**config.mk**
```make
export PLATFORM = sky130hd
export DESIGN_NAME = digit_timer
export DESIGN_NICKNAME = d
export VERILOG_FILES = /design/src/rtl/digit_timer_pkg.sv /design/src/rtl/bcd_down_digit.sv /design/src/rtl/digit_timer.sv
export SDC_FILE = /design/constraint.sdc
export NUM_CORES = 1
export LEC_CHECK = 0
export CAP_MARGIN = 20
export CORE_MARGIN = 3
export CORE_UTILIZATION = 35
export DETAILED_ROUTE_END_ITERATION = 16
export GPL_TIMING_DRIVEN = 0
export MAX_ROUTING_LAYER = met4
export PLACE_DENSITY = 0.67
export SLEW_MARGIN = 20
export SYNTH_ARGS = -nofsm -noshare
export SYNTH_HDL_FRONTEND = slang
export SYNTH_SLANG_ARGS = --single-unit
```
**constraint.sdc**
```tcl
create_clock -name clk -period 1.7 [get_ports clk]
set_clock_uncertainty 0.1 [all_clocks]
set_input_delay 0.51 -clock clk [delete_from_list [all_inputs] [get_ports clk]]
set_output_delay 0.51 -clock clk [all_outputs]
set_load 0.02 [all_outputs]
```
**src/rtl/digit_timer_pkg.sv**
```systemverilog
// digit_timer_pkg: shared BCD constants and digit indices for the mm:ss countdown timer
package digit_timer_pkg;
  localparam int BCD_W = 4;
  localparam logic [BCD_W-1:0] BCD_MAX = 4'd9;
  localparam logic [BCD_W-1:0] BCD_ZERO = 4'd0;
  typedef enum logic [1:0] {SEC_ONES, SEC_TENS, MIN_ONES, MIN_TENS} digit_idx_e;
endpackage

```
**src/rtl/bcd_down_digit.sv**
```systemverilog
// bcd_down_digit: one BCD digit that parallel-loads or decrements, wrapping to WRAP with a borrow
module bcd_down_digit
  import digit_timer_pkg::*;
#(
  parameter int WRAP = 9
) (
  input  logic             clk,
  input  logic             clearn,
  input  logic             dec,
  input  logic             load,
  input  logic [BCD_W-1:0] d_in,
  output logic [BCD_W-1:0] q,
  output logic             borrow_out
);
  assign borrow_out = dec && q == BCD_ZERO;
  always_ff @(posedge clk or negedge clearn)
    if (!clearn) q <= BCD_ZERO;
    else if (load) q <= d_in;
    else if (dec) q <= q == BCD_ZERO ? BCD_W'(WRAP) : q - BCD_W'(1);
endmodule

```
**src/rtl/digit_timer.sv**
```systemverilog
// digit_timer: keypad-loaded mm:ss BCD countdown with 1 Hz decrement and zero flag
// Optional one-cycle done pulse on count-out is enabled with DIGIT_TIMER_DONE_EN.
module digit_timer
  import digit_timer_pkg::*;
#(
  parameter int SEC_TENS_WRAP = 5,
  parameter int MIN_TENS_MAX = 9
) (
  input  logic             clk,
  input  logic             clearn,
  input  logic [BCD_W-1:0] D,
  input  logic             loadn,
  input  logic             pgt_1Hz,
  input  logic             countn,
  output logic [BCD_W-1:0] sec_ones,
  output logic [BCD_W-1:0] sec_tens,
  output logic [BCD_W-1:0] min_ones,
  output logic [BCD_W-1:0] min_tens,
  output logic             zero,
  output logic             done
);
  logic loadn_q, tick_q, load_ev, tick_ev, shift, step, unused_borrow;
  logic [BCD_W-1:0] q [4];
  logic [BCD_W-1:0] d_in [4];
  logic [3:0] dec, borrow;
  // Reset values chosen so held-active inputs at release produce no edge
  always_ff @(posedge clk or negedge clearn)
    if (!clearn) begin
      loadn_q <= 1'b0;
      tick_q <= 1'b1;
    end else begin
      loadn_q <= loadn;
      tick_q <= pgt_1Hz;
    end
  assign load_ev = !loadn && loadn_q;
  assign tick_ev = pgt_1Hz && !tick_q;
  assign shift = countn && load_ev && D <= BCD_MAX;
  assign step = !countn && tick_ev && !zero;
  assign d_in[SEC_ONES] = D;
  assign d_in[SEC_TENS] = q[SEC_ONES];
  assign d_in[MIN_ONES] = q[SEC_TENS];
  assign d_in[MIN_TENS] = q[MIN_ONES] > BCD_W'(MIN_TENS_MAX) ? BCD_W'(MIN_TENS_MAX) : q[MIN_ONES];
  assign dec = {borrow[2:0], step};
  assign unused_borrow = borrow[3];
  genvar i;
  for (i = 0; i < 4; i++) begin : g_digit
    bcd_down_digit #(
      .WRAP(i == 1 ? SEC_TENS_WRAP : i == 3 ? MIN_TENS_MAX : int'(BCD_MAX))
    ) u_digit (
      .clk       (clk),
      .clearn    (clearn),
      .dec       (dec[i]),
      .load      (shift),
      .d_in      (d_in[i]),
      .q         (q[i]),
      .borrow_out(borrow[i])
    );
  end
  assign sec_ones = q[SEC_ONES];
  assign sec_tens = q[SEC_TENS];
  assign min_ones = q[MIN_ONES];
  assign min_tens = q[MIN_TENS];
  assign zero = {min_tens, min_ones, sec_tens, sec_ones} == '0;
`ifdef DIGIT_TIMER_DONE_EN
  // Only a decrement from 00:01 can land on zero
  always_ff @(posedge clk or negedge clearn)
    if (!clearn) done <= 1'b0;
    else done <= step && {min_tens, min_ones, sec_tens, sec_ones} == 16'h0001;
`else
  assign done = 1'b0;
`endif
endmodule

```
## Word level (Yosys, flattened, before mapping)

Cells that the tools add are included.
Widths: inputs -> output; s select.

- Add/subtract/negate cells: 4
- Reductions and logical operators: 22
- $mul: 0
- Magnitude comparators: 2
- Div/mod/pow operators: 0
- Bitwise gates (word level): 0
- Eq/ne operators: 0
- Shifts and indexed selects: 0
- Mux-type cells: 13

Operators with widths:

| operator | number |
|---|---|
| $mux 4 | 13 |
| $logic_not 16->1 | 1 |
| $logic_not 4->1 | 4 |
| $sub 4x1->4 const B | 4 |
| $logic_and 1x1->1 | 9 |
| $reduce_bool 2->1 | 4 |
| $gt 4x4->1 const B | 1 |
| $le 4x4->1 const B | 1 |
| $logic_not 1->1 | 4 |

- Memory bits (writable): 0
- Word-level logic and storage cells: 47
- Output and inout bits: 18
- Register bits: 18
- Input bits: 9
- Bits in read-only memories: 0
- Latch bits: 0
- Memories kept: 0

## Depth between registers and ports, before layout

- Depth in word-level cells: 9
- Mapped depth: 5
- Gate-level depth less buffers: 4

## Hierarchy

From an unflattened synthesis, not the netlist that was laid out.

- Cell total of the unflattened synthesis: 104
- Area, all modules: 1071.0 um2

Modules (own cells, without submodules):

| module | area each (um2) | times used | cells each |
|---|---|---|---|
| bcd_down_digit at g_digit[0].u_digit ... | 231.5 | 3 | 22 |
| bcd_down_digit at g_digit[1].u_digit | 201.4 | 1 | 21 |
| digit_timer | 175.2 | 1 | 17 |

## Worst setup path before layout

Ideal clock, no wire load.

- Path type: reg-to-reg
- Start point: register g_digit[0].u_digit.q[2]
- End point: register g_digit[1].u_digit.q[3]
- Buffers on the path: 0
- Clock period less this slack: 1.927 ns
- Stages on the path, launching flop included: 5
- Slack: -0.227 ns
- Arrival time: 1.706 ns
- Required time: 1.479 ns
- Path through: dfrtp_1 > nor4_4 > nand2_1 > or4b_1 > a22o_1

- Word-level cells in the longest chain between the ends: 5
- Elaborated cells on any way between the ends: 6

RTL lines:

| what | line | source |
|---|---|---|
| start, declared | bcd_down_digit.sv:12 | `output logic [BCD_W-1:0] q,` |
| start signal, assigned | bcd_down_digit.sv:18 | `else if (load) q <= d_in;` |
| start signal, assigned | bcd_down_digit.sv:19 | `else if (dec) q <= q == BCD_ZERO ? BCD_W'(WRAP) : q - BCD_W'(1);` |
| $logic_not 16->1 | digit_timer.sv:63 | `assign zero = {min_tens, min_ones, sec_tens, sec_ones} == '0;` |
| $logic_not 1->1 | digit_timer.sv:38 | `assign step = !countn && tick_ev && !zero;` |
| $logic_and 1x1->1 | digit_timer.sv:38 |  |
| $logic_and 1x1->1 * | bcd_down_digit.sv:15 | `assign borrow_out = dec && q == BCD_ZERO;` |
| $reduce_bool 2->1 (no source line) * | - |  |
| end signal, assigned | bcd_down_digit.sv:18 |  |
| end signal, assigned | bcd_down_digit.sv:19 |  |
| end, declared | bcd_down_digit.sv:12 |  |

Every way passes the cells marked *; elsewhere a longest branch is shown, timed or not.
A chain may end at the register's enable or synchronous reset.

## Worst setup path after layout

- Start point: register g_digit[3].u_digit.q[3]
- End point: output zero

- Word-level cells in the longest chain between the ends: 1

RTL lines:

| what | line | source |
|---|---|---|
| start, declared | bcd_down_digit.sv:12 |  |
| start signal, assigned | bcd_down_digit.sv:18 |  |
| start signal, assigned | bcd_down_digit.sv:19 |  |
| $logic_not 16->1 | digit_timer.sv:63 |  |
| end, declared | digit_timer.sv:19 | `output logic zero,` |

No other way between the ends.

==> run metrics <==
R2R Setup Slk=-260 ps; clk sinks=18; FF-to-FF Start=g_digit[3].u_digit.q[3]; post-synthesis sequential area ratio=42.57%; area of the multi-input gates=674.4 um^2; worst slack at placement=-835.4 ps; initial core utilization=37.51%; Core Rows=19; Root Driver=clkbuf_4; initial antenna violation count=0; Crit path largest cell delay=roughly 470 ps; 1st-iter DRT viols=44; Clock Path Buffers=2; critical path class=flip-flop to primary output; WHS Endpoint=tick_q; buffers and inverters on the worst path=1; Final Critical Period=2144 ps; Worst path top cell family by delay=simple AND/OR/NAND/NOR gates; Final Util=around three fifths; number of port buffers=25; Nets=around 180; WL/cell=16.30 um; Final Setup Violations=11; first-pass GRT wire length=5382 um; total number of yosys warnings=0; Synth Instances=113; core area=around 2800 um^2; Routability Congestion=0.8159; max-slew violations=0; hold path start=pgt_1Hz; Synth cell types=38; worst reg2reg endpoint=g_digit[0].u_digit.q[2]; hold-fix buffers at CTS=0; FF-to-FF path depth=7; Critical Path End Type=primary output; area grow syn2layout=63.80%; syn_nets=around 120; Lkg Pwr=roughly 0.74 nW; FF+latch area=469.2 um^2; antenna cells=0; VDD IR max=0.6443 mV; P per Cell Area=1285 nW/um^2; CP cell instances=nor4_4 -> and4_4 -> buf_6; status=finished, violations left; Global Route Usage Sum=20.05%; Data arrival, critical path=1530 ps; final instance area=1738 um^2; post-DR vias/cell=between 5 and 6; Max Fclk=between 0.4 and 0.5 GHz; GRT overflow=0; Die Area=3728 um^2; failing checks=setup timing; Top-Level Pins=27; Worst Hold Class=primary input to flip-flop; number of global-route vias before repair=1,144; CP max FO=5; max_slew headroom=44.89%; Synth Area per Inst=9.390 um^2; Hold Vio Cnt, Final=0; DPL Wire Length=1945 um; die height=61.06 um; largest net degree at the start of global routing=19; Final period util=126.1%; dominant synthesized flop cell=dfrtp_1; CTS tree=built; Placed Area=1378 um^2; total CTS buffers=3; worst skew pair latency=310 ps; Synth Register Bits=18; Worst Hold Path Cells=1; fraction of registers with async set/reset=100.0%; startpoint types=flip-flop; Post-synth EDFFs=0; final worst slack=-444.3 ps; filler cell count=around 220; Die Wd=between 60 and 70 um; crit path launch=g_digit[3].u_digit.q[3]; CTS H-tree depth=1; RSZ-0062 raised after global routing=yes; vias=1,174; Worst EP required=1090 ps; slowest CP cell=dfrtp_2; drt drc=0; synthesized area=1061 um^2; final WL=3341 um; drt pass-1 iters=4; Max Cap Viol=0; Worst Tran Pin Value=824.1 ps; Reg clk slew, reported paths=110 ps; antenna viol nets, final=0; share of post-route cells with drive strength above 1=52.30%
==> area by class of cell <==
| type | count | share of cell area [%] |
|---|---|---|
| buffer | 4 | 1.944 |
| clock buffer | 4 | 2.088 |
| inverter | 2 | 0.4320 |
| multi-input combinational | 89 | 38.80 |
| sequential | 18 | 27.00 |
| tap | 31 | 2.232 |
| timing repair buffer | 57 | 27.50 |
==> per-layer routing <==
| layer | routed length [um] | GRT usage (%) | part of all wire [%] |
|---|---|---|---|
| met1 | 1420 | 25.29 | 43 |
| met5 | 0 | - | 0 |
| met2 | 1667 | 32.48 | 50 |
| met3 | 208 | 4.612 | 6.2 |
| met4 | 44 | 4.954 | 1.3 |
==> power by group <==
part           leakage (nW)  internal [W]  switching (W)
Combinational         0.515      0.000566       0.000605
Clock                0.0210      0.000131       0.000150
Sequential            0.199      0.000579       0.000202
==> worst register-to-register path, cell delays in order (launching register included) <==
cell     delay, ps
dfrtp_2        470
nor4_4         350
and4_4         290
buf_4          110
buf_6           80
buf_6           90
nor2_2          40
o32a_1         320
==> worst max-delay path by stage <==
stage / cells past startpoint / slack [ps] / end
final: 3 / -440 / zero
after global routing: 4 / -500 / zero
after CTS: 4 / -460 / zero
after detailed placement: 5 / -840 / g_digit[1].u_digit.q[3]
after global placement: 5 / -770 / g_digit[1].u_digit.q[3]
after floorplan: 4 / -170 / g_digit[1].u_digit.q[3]
==> repair_timing <==
action	4_1_cts	5_1_grt
gates resized for setup	81	32
setup buffers	24	12
pin swaps	12	12
endpoints found under the setup margin	33	30
==> cells in the mapped netlist, drive strengths merged, types with 3 or more instances <==
cell | number | area share (%)
dfrtp | 17 | 40
nor2 | 16 | 5.7
o21ai | 10 | 4.7
a21oi | 9 | 4.2
a31oi | 8 | 4.7
nand2 | 7 | 2.5
nor4 | 4 | 6.4
and2 | 3 | 1.8
clkbuf | 3 | 1.2
nand3 | 3 | 1.4
==> cell families (layout without fill, tap and decap cells) <==
group,count (synthesis),count (layout),synth area share [%]
DFF,18,18,42.57
muxes,2,2,1.887
other,1,1,0.3534
buffers and inverters,6,67,2.595
and+or+nand+nor,51,51,32.19
AOI/OAI and AO/OA,35,35,20.40
==> through the flow <==
step           hold slack [ps]  std cells  TNS (ps)  total power [W]
2_1_floorplan            114.4        113    -688.3         0.001284
3_3_place_gp             491.0        169    -10800         0.001661
3_5_place_dp             496.6        169    -11380         0.001677
4_1_cts                  350.7        197     -2113         0.002095
5_1_grt                  335.4        205     -2797         0.002369
6_report                 350.9        205     -1710         0.002233
==> state kept, by name, indices dropped and copies added (netlist names) <==
register,flops
g_digit.u_digit.q,16
tick_q,1
loadn_q,1
==> cells in the final DEF, fill, tap and decap left out, types with 3 or more instances in the layout <==
cell type         n
clkbuf_4          3
o21ai_0           6
clkdlybuf4s50_1   6
buf_4            31
nand2_1           6
a21oi_1           8
dfrtp_1           3
a31oi_1           8
clkbuf_2          7
dfrtp_2          14
nor4_4            4
buf_6            10
and2_1            3
nor2_1           15
o21ai_1           4
No activity file was read; power rests on OpenSTA's default activity.
